## src/rtl/ro_bus_capture.sv

```systemverilog
// Receive side of the time-multiplexed readout bus: decodes the gray-slot owner,
// captures nonzero samples and queues them for a valid/ready consumer. Optional macro: RO_TIMESTAMP_EN.
module ro_bus_capture #(
  parameter int N_CORES = 16,
  parameter int CNT_W   = 19,
  parameter int DEPTH   = 8,
  parameter int CORE_W  = 5
) (
  input  logic                     clk_master,
  input  logic                     rstb,
  input  logic                     en,
  input  logic                     bus_eve,
  input  logic                     bus_pol_eve,
  output logic                     rd_valid,
  input  logic                     rd_ready,
  output logic [CORE_W-1:0]        rd_core,
  output logic                     rd_eve,
  output logic                     rd_pol,
  output logic [$clog2(DEPTH):0]   fifo_level,
  output logic                     ovf,
  output logic [7:0]               drop_cnt
`ifdef RO_TIMESTAMP_EN
  ,
  output logic [CNT_W-1:0]         rd_ts
`endif
);

  localparam int AW = $clog2(DEPTH);
  localparam int LW = AW + 1;

  // Owner = index of lowest set bit + 1; zero for the idle slot or cores beyond N_CORES.
  function automatic logic [CORE_W-1:0] owner_of(input logic [CNT_W-1:0] c);
    owner_of = '0;
    for (int i = CNT_W - 1; i >= 0; i--) begin
      if (c[i]) owner_of = (i < N_CORES) ? CORE_W'(i + 1) : '0;
    end
  endfunction

  function automatic logic [7:0] sat_inc(input logic [7:0] v);
    sat_inc = (v == 8'hFF) ? v : v + 8'd1;
  endfunction

  logic [CNT_W-1:0]  cnt;
  logic [CORE_W-1:0] owner;
  logic              cap;
  logic              vld_p0;
  logic [CORE_W-1:0] core_p0;
  logic              eve_p0;
  logic              pol_p0;
  logic [AW-1:0]     wr_ptr;
  logic [AW-1:0]     rd_ptr;
  logic [LW-1:0]     level;
  logic              full;
  logic              pop;
  logic              wr_ok;
  logic [CORE_W-1:0] mem_core [DEPTH];
  logic              mem_eve  [DEPTH];
  logic              mem_pol  [DEPTH];
`ifdef RO_TIMESTAMP_EN
  logic [CNT_W-1:0]  ts_p0;
  logic [CNT_W-1:0]  mem_ts   [DEPTH];
`endif

  assign owner    = owner_of(cnt);
  assign cap      = en && (owner != '0) && (bus_eve || bus_pol_eve);
  assign full     = (level == LW'(DEPTH));
  assign rd_valid = (level != '0);
  assign pop      = rd_valid && rd_ready;
  assign wr_ok    = vld_p0 && (!full || pop);

  // Stage p0: sample captured at the end of the owner slot; pushed on the following edge.
  always_ff @(posedge clk_master or negedge rstb) begin
    if (!rstb) begin
      cnt      <= '0;
      vld_p0   <= 1'b0;
      wr_ptr   <= '0;
      rd_ptr   <= '0;
      level    <= '0;
      ovf      <= 1'b0;
      drop_cnt <= '0;
    end else begin
      cnt    <= cnt + CNT_W'(1);
      vld_p0 <= cap;
      if (wr_ok) wr_ptr <= wr_ptr + AW'(1);
      if (pop)   rd_ptr <= rd_ptr + AW'(1);
      case ({wr_ok, pop})
        2'b10:   level <= level + LW'(1);
        2'b01:   level <= level - LW'(1);
        default: level <= level;
      endcase
      if (vld_p0 && !wr_ok) begin
        ovf      <= 1'b1;
        drop_cnt <= sat_inc(drop_cnt);
      end
    end
  end

  always_ff @(posedge clk_master) begin
    core_p0 <= owner;
    eve_p0  <= bus_eve;
    pol_p0  <= bus_pol_eve;
`ifdef RO_TIMESTAMP_EN
    ts_p0   <= cnt;
`endif
    if (wr_ok) begin
      mem_core[wr_ptr] <= core_p0;
      mem_eve[wr_ptr]  <= eve_p0;
      mem_pol[wr_ptr]  <= pol_p0;
`ifdef RO_TIMESTAMP_EN
      mem_ts[wr_ptr]   <= ts_p0;
`endif
    end
  end

  // Head fields are forced to zero while the queue is empty.
  assign rd_core    = rd_valid ? mem_core[rd_ptr] : '0;
  assign rd_eve     = rd_valid ? mem_eve[rd_ptr]  : 1'b0;
  assign rd_pol     = rd_valid ? mem_pol[rd_ptr]  : 1'b0;
  assign fifo_level = level;
`ifdef RO_TIMESTAMP_EN
  assign rd_ts      = rd_valid ? mem_ts[rd_ptr]   : '0;
`endif

endmodule
```

## config.mk

```make
export PLATFORM = sky130hd
export DESIGN_NAME = ro_bus_capture
export DESIGN_NICKNAME = d
export VERILOG_FILES = /design/src/rtl/ro_bus_capture.sv
export SDC_FILE = /design/constraint.sdc
export NUM_CORES = 1
export LEC_CHECK = 0
export CAP_MARGIN = 20
export CORE_AREA = 2 2 144 90
export CTS_CLUSTER_SIZE = 10
export DETAILED_ROUTE_END_ITERATION = 16
export DIE_AREA = 0 0 146 92
export GPL_ROUTABILITY_DRIVEN = 0
export SKIP_LAST_GASP = 1
export SYNTH_ARGS = -nofsm -noshare
export SYNTH_HDL_FRONTEND = slang
export SYNTH_SLANG_ARGS = --single-unit
export TNS_END_PERCENT = 20
```

## constraint.sdc

```tcl
create_clock -name clk_master -period 3 [get_ports clk_master]
set_input_delay 0.6 -clock clk_master [delete_from_list [all_inputs] [get_ports clk_master]]
set_output_delay 0.6 -clock clk_master [all_outputs]
set_load 0.02 [all_outputs]
```

==> metrics.md, run 1 <==
| Metric | Value |
|---|---|
| Tmin final | `2785 ps` |
| Slew headroom | `45.02%` |
| Final ANT Viol Nets | `0` |
| Finished Layout Cells | `around 500` |
| Vias in the first global route | `2442` |
| Crit-path max cell delay | `550 ps` |
| Worst EP required | `2400 ps` |
| Die width | `146 microns` |
| Pwr Density | `830.9 mW/mm^2` |
| DRC viols | `0` |
| Unrepaired setup endpoints after global routing | `no` |
| Net Count, Synth | `slightly below 300` |
| Synth Warn # | `0` |
| Synth Instances | `~280` |
| Startpoint Class | `register` |
| Post-synthesis sequential element count | `99` |
| CP top delay family | `buffers and inverters` |
| Synth Flop Type | `edfxtp_1` |
| VDD IR-drop max | `321.0 uV` |
| Post-synth EDFFs | `56` |
| Htree depth | `3` |
| # fillers | `1160` |
| Routed wire length | `roughly 8000 microns` |
| Clk_skew | `around 6.5 ps` |
| Syn-to-layout area delta | `19.71%` |
| Least-Margin Pin Slew | `824.7 ps` |
| Setup crit end kind | `output port` |
| IO buf count | `26` |
| Core area | `~0.012 sq mm` |
| Max Cap Violations | `0` |
| Post-route setup TNS | `0 ps` |
| Synth top cells by count | `edfxtp_1, dfrtp_1, nor2_1` |
| Overflow after GRT | `0` |
| Internal | `0.002975 W` |
| Final Slew Violations | `0` |
| First-pass GRT wire length | `about 13000 microns` |
| Clk slew on worst S/H paths | `70 ps` |
| Slowest CP cell | `clkdlybuf4s50_1` |
| DIE AREA | `about 0.013 sq mm` |
| Vias | `2389` |
| Status | `complete, no violations` |
| Initial antenna violation count | `0` |
| Initial Util | `about a third` |
| Worst path cell trace | `or3_4 -> nor2_4 -> buf_4 -> nor2_1 -> clkdlybuf4s50_1` |
| Vias/cell | `4.740` |
| GRT Total Usage | `12.81%` |
| Sequential power share | `42.7%` |
| Ratio of cells with drive above 1 in the final layout | `roughly a fifth` |
| Synth top area cells | `edfxtp_1, dfrtp_1, mux4_2, xnor2_1, dfxtp_1` |
| Cell taking the most area after synthesis | `edfxtp_1` |
| Power share of the clock group | `26.1%` |
| Drt pass-1 iters | `4` |
| Most common cell in the netlist | `edfxtp_1` |
| WL/cell | `between 15 and 20 microns` |
| Iteration-0 DRC Markers | `141` |
| Total power | `approximately 0.0043 W` |
| Largest net degree at the start of global routing | `37` |
| CTS tree | `yes` |
| Buffers plus inverters on the worst setup path | `2` |
| Clock root cell | `clkbuf_16` |
| Ant diodes | `0` |
| Die height | `between 90 and 100 microns` |
| Leakage | `1.914 nW` |
| Max FO, Critical Path | `7` |
| Hold WC Path Type | `in2async` |
| Yosys cell types | `56` |
| Setup-failing EPs final | `0` |
| Clock buffer depth | `2` |
| Worst EP arrival | `roughly 2200 ps` |
| Ports | `27` |
| Sw Ratio | `30.31%` |
| Mean area per synthesized cell | `15.11 sq um` |
| Post-Syn Area | `0.004292 sq mm` |
| Seq/Total Area, Yosys | `63.44%` |
| Fin. Hold Viols | `0` |
| Placed Instances | `488` |
| Combinational power share | `31.2%` |
| Post-layout util | `41.66%` |
| Peak Freq | `359.1 MHz` |
| Clk_lat worst skew | `340 ps` |
| # clock sinks | `99` |
| Row count | `32` |
| Kind of critical path | `reg2out` |
| Hpwl dp | `5384 microns` |
| Async S/R FF share, synth | `~36%` |
| Fin nets | `342` |
| Yosys top cell area share | `39.18%` |
| Final worst-path cycle share | `92.83%` |
| Net Switching | `0.001294 W` |
| Total CTS buffers | `9` |
worst reg2reg max path, delay by kind of cell (launching register included):
| family | cells | cell delay, ps |
|---|---|---|
| buffers and inverters | 1 | 70 |
| muxes | 1 | 340 |
| DFF | 1 | 460 |
| adders and majority gates | 1 | 300 |
| and+or+nand+nor | 6 | 1120 |
| AOI/OAI and AO/OA | 1 | 150 |
power groups by stage:
stage          registers [W]  clock network [W]  logic [W]
5_1_grt              0.00185            0.00121    0.00145
2_1_floorplan        0.00181                  0   0.000876
6_report             0.00182            0.00112    0.00133
4_1_cts              0.00183            0.00115    0.00135
3_5_place_dp         0.00186                  0    0.00135
3_3_place_gp         0.00185                  0    0.00133
area by class of cell:
cell class	instances	area (sq um)	area share, %
tap	170	212.7	4.140
clock buffer	11	232.7	4.530
timing repair buffer	41	380.4	7.404
sequential	99	2724	53.02
clock inverter	5	53.80	1.047
inverter	11	41.29	0.8037
multi-input combinational	167	1493	29.05
kinds of logic (layout without fill, tap and decap cells):
family,after synthesis,in the layout,synth area share [%]
compound gates,22,22,4.869
simple gates,83,83,11.31
fa+ha+maj,7,7,2.216
buf+inv,18,68,1.778
mux,30,30,11.28
flops,99,99,63.44
xor+xnor,25,25,5.102
path summary, 6_finish.rpt:
path / slack, ps / start / cells after the start / endpoint
worst max-delay path: 220 / fifo_level[1] / 5 / rd_core[0]
worst min-delay path: 350 / rstb / 1 / cnt[0]
worst max register to register: 500 / fifo_level[1] / 10 / fifo_level[3]
worst min register to register: 460 / ovf / 1 / ovf
max in group asynchronous: 2080 / rstb / 1 / rd_ptr[1]
min in group clk_master: 460 / ovf / 1 / ovf
per-stage QoR:
| stage | hold WS [ps] | cell area (sq um) | setup slack (ps) |
|---|---|---|---|
| after floorplan | 304.4 | 4292 | 422.6 |
| after global placement | 446.2 | 4850 | 431.7 |
| after detailed placement | 457.7 | 4850 | 389.2 |
| after CTS | 391.1 | 5136 | 64.21 |
| after global routing | 414.3 | 5137 | 84.31 |
| final | 349.3 | 5137 | 215.0 |
what timing repair did:
item | 4_1_cts | 5_1_grt
buffers inserted | 0 | 0
hold buffers | 0 | 0
setup endpoints to repair | 0 | 2
resized for setup | 0 | 1
flip-flops by register name (all words and copies together) (netlist names):
name        cells
pol_p0          1
eve_p0          1
mem_pol         8
mem_eve         8
mem_core       40
cnt            16
fifo_level      4
core_p0         5
rd_ptr          3
vld_p0          1
ovf             1
drop_cnt        8
wr_ptr          3
layer usage:
metal	global-route usage [%]	vias up	wire, microns
met4	4.126	0	43
met1	18.86	1191	3997
li1	-	1153	-
met5	0	-	0
met3	4.129	6	370
met2	17.85	39	3420
cell usage in the layout (no fill, tap or decap), drive strengths merged, types with 4 or more instances in the layout:
cell,instances
mux2i,9
mux2,7
nor3,4
clkbuf,11
nand3,12
dfrtp,36
nand2b,5
xnor2,17
clkdlybuf4s50,25
mux4,14
ha,6
dfxtp,7
a21oi,5
xor2,8
nand2,12
inv,11
nor2,22
and3,9
edfxtp,56
buf,16
No activity file was read; power rests on OpenSTA's default activity.
==> inputs of run 2 (changes only) <==
--- a/config.mk
+++ b/config.mk
@@ -15,4 +15,4 @@
 export SYNTH_ARGS = -nofsm -noshare
 export SYNTH_HDL_FRONTEND = slang
 export SYNTH_SLANG_ARGS = --single-unit
-export TNS_END_PERCENT = 20
+export TNS_END_PERCENT = 30
==> results of run 2 <==
Same layout as run 1: the final DEF is identical, and so are final timing and power.
==> inputs of run 3 (changes only) <==
--- a/config.mk
+++ b/config.mk
@@ -6,11 +6,14 @@
 export NUM_CORES = 1
 export LEC_CHECK = 0
 export CAP_MARGIN = 20
+export CELL_PAD_IN_SITES_DETAIL_PLACEMENT = 1
+export CELL_PAD_IN_SITES_GLOBAL_PLACEMENT = 1
 export CORE_AREA = 2 2 144 90
 export CTS_CLUSTER_SIZE = 10
 export DETAILED_ROUTE_END_ITERATION = 16
 export DIE_AREA = 0 0 146 92
 export GPL_ROUTABILITY_DRIVEN = 0
+export PLACE_DENSITY_LB_ADDON = 0.1
 export SKIP_LAST_GASP = 1
 export SYNTH_ARGS = -nofsm -noshare
 export SYNTH_HDL_FRONTEND = slang
==> run 3 against run 2 <==
Net effect:
- clock power hardly changed
- wire length up 16%
- clock-buffer cell count fell by 2
- largest cell class unchanged
- maximum frequency shrank 4.2%
- non-clock buffer count decreased by 2
- first-iteration DRC count is 22% lower
- register-to-register slack got worse by 40 ps
- critical path type unchanged
==> metrics.md, run 3 (same netlist as run 1, synthesis figures left out) <==
| Metric | Value |
|---|---|
| Storage cell area | `0.002724 sq mm (unchanged)` |
| Initial Util | `34.80% (unchanged)` |
| Final worst-path cycle share | `96.88% (+4.0 points)` |
| VDD IR-drop max | `292.6 uV (-8.8%)` |
| Most flops, register | `mem_core` |
| Slew headroom | `40.94% (-4.1 points)` |
| DIE AREA | `0.01343 sq mm (unchanged)` |
| # fillers | `1309 (+13%)` |
| Overflow after GRT | `0 (unchanged)` |
| WL/cell | `18.16 microns (+17%)` |
| Vias in the first global route | `2625 (+7.5%)` |
| DR top layer | `met4` |
| Hold Buf Count CTS | `0 (unchanged)` |
| Slowest CP cell | `mux4_2` |
| Finished Layout Cells | `502 (-0.40%)` |
| Final WS setup | `93.58 ps (-121.4 ps)` |
| Pwr Density | `839.3 mW/mm^2 (+1.0%)` |
| Ant diodes | `0 (unchanged)` |
| Top Registers | `mem_core x40, cnt x16` |
| Kind of critical path | `reg2out` |
| R2R Path Start | `fifo_level[1]` |
| Peak Freq | `344.1 MHz (-4.2%)` |
| Htree depth | `3 (unchanged)` |
| Drt pass-1 iters | `4 (unchanged)` |
| Core area | `0.01233 sq mm (unchanged)` |
| Ratio of cells with drive above 1 in the final layout | `20.48% (+0.42 points)` |
| Vias | `2442 (+2.2%)` |
| Reg2Reg Depth | `10 (unchanged)` |
| Initial antenna violation count | `0 (unchanged)` |
| Worst EP required | `2400 ps (about the same)` |
| Multi-input logic area | `0.001496 sq mm (+0.25%)` |
| Routed wire length | `9115 microns (+16%)` |
| Most frequent cells in the layout | `edfxtp_1, dfrtp_1, clkdlybuf4s50_1, nor2_1, xnor2_1` |
| Final ANT Viol Nets | `0 (unchanged)` |
| # clock sinks | `99 (unchanged)` |
| Status | `complete, no violations` |
| Hold WS | `366.8 ps (+17.50 ps)` |
| Clock buffer depth | `2 (unchanged)` |
| Routed length on met2 | `3764 microns (+10%)` |
| Iteration-0 DRC Markers | `110 (-22%)` |
| R2R Path End | `fifo_level[3]` |
| Clk_skew | `6.973 ps (+0.4668 ps)` |
| Commonest non-fill, non-tap cell in the layout | `edfxtp_1` |
| Hpwl dp | `6441 microns (+20%)` |
| Routed length on met3 | `250 microns (-32%)` |
| DRC viols | `0 (unchanged)` |
| Setup crit end kind | `output port` |
| Reg2reg setup slack | `460 ps (-40 ps)` |
| Crit path from | `rd_ptr[0]` |
| Least-Margin Pin Slew | `885.9 ps (+61.12 ps)` |
| Setup-failing EPs final | `0 (unchanged)` |
| Startpoint Class | `register` |
| IO buf count | `26 (unchanged)` |
| Die width | `146 microns (unchanged)` |
| Worst EP arrival | `2310 ps (+130 ps)` |
| Max Cap Violations | `0 (unchanged)` |
| Post-layout util | `41.57% (-0.091 points)` |
| CP top delay family | `multiplexers` |
| Max FO, Critical Path | `16 (+9)` |
| GRT Total Usage | `14.78% (+2.0 points)` |
| Largest net degree at the start of global routing | `37 (unchanged)` |
| Worst path cell trace | `buf_12 -> mux4_2 -> mux2i_2 -> nor2_1 -> clkdlybuf4s50_1` |
| Fin. Hold Viols | `0 (unchanged)` |
| Vias/cell | `4.865 (+2.6%)` |
| Critical path depth | `5 (unchanged)` |
| Largest register FFs | `40 (unchanged)` |
| Dpl ws | `290.5 ps (-98.71 ps)` |
| Tmin final | `2906 ps (+121.4 ps)` |
| CTS tree | `yes` |
| First-pass GRT wire length | `14840 microns (+14%)` |
| Fin nets | `340 (-0.58%)` |
| Met1 WL | `5041 microns (+26%)` |
| Leakage | `1.914 nW (about the same)` |
| Row count | `32 (unchanged)` |
| Final Slew Violations | `0 (unchanged)` |
| Clk_lat worst skew | `340 ps (about the same)` |
| Crit path to | `rd_core[1]` |
| Crit-path max cell delay | `560 ps (about the same)` |
| Total CTS buffers | `9 (unchanged)` |
| Placed Instances | `486 (-0.41%)` |
| Ports | `27 (unchanged)` |
| Post-route setup TNS | `0 ps (unchanged)` |
| Clock root cell | `clkbuf_16` |
| Hold WC Path Type | `in2async` |
| Syn-to-layout area delta | `19.45%` |
| Unrepaired setup endpoints after global routing | `no` |
| Clk slew on worst S/H paths | `70 ps (about the same)` |
| Buffers plus inverters on the worst setup path | `2 (unchanged)` |
| Die height | `92 microns (unchanged)` |
[run 3: cell types whose count changed in the layout (fill, tap and decap cells not counted), sizes merged]
cell and change:
inv +3, clkinv +3, clkbuf -2, buf -2, bufinv -1, clkinvlp -3
[run 3: where the power goes]
group	switching (W)	leakage, nW	internal [W]	total (W)
clock	0.000531	0.141	0.000579	0.00111
sequential	0.000216	1.02	0.00162	0.00183
combinational	0.000642	0.754	0.000718	0.00136
[run 3: what timing repair did]
action,in CTS,in global routing
buffers inserted,0,0
pin swaps,0,0
resized for setup,1,1
setup endpoints to repair,1,1
[run 3: worst register-to-register path: stages (launching register included)]
cell	delay, ps
dfrtp_1	460
or3_4	470
nor2_4	110
inv_2	60
nand2_4	90
nor2_1	60
ha_1	300
or2_2	320
a21oi_1	200
mux2_2	360
nand3_1	70
[run 3: per-layer routing]
metal | track usage [%] | vias to the layer above
met4 | 2.670 | 0
met5 | 0 | -
met2 | 20.68 | 32
met1 | 22.92 | 1260
li1 | - | 1143
met3 | 4.179 | 7
[run 3: how the worst min path moves through the flow]
stage	from	to	slack [ps]	cells after the start
after floorplan	rstb	cnt[0]	300	0
after global placement	ovf	ovf	450	1
after detailed placement	ovf	ovf	450	1
after CTS	rstb	fifo_level[0]	410	1
after global routing	rstb	fifo_level[0]	440	1
final	rstb	fifo_level[0]	370	1
[run 3: cell type report]
class,instances,area share (%)
timing repair buffer,39,7.127
inverter,11,0.8055
sequential,99,53.14
tap,170,4.149
clock inverter,7,1.196
multi-input combinational,167,29.19
clock buffer,9,4.393
[run 3: stage by stage]
step           instance area, sq um  power, W
2_1_floorplan                  4292  0.002683
3_3_place_gp                   4835  0.003195
3_5_place_dp                   4835  0.003239
4_1_cts                        5122  0.004361
5_1_grt                        5126  0.004543
6_report                       5126  0.004302
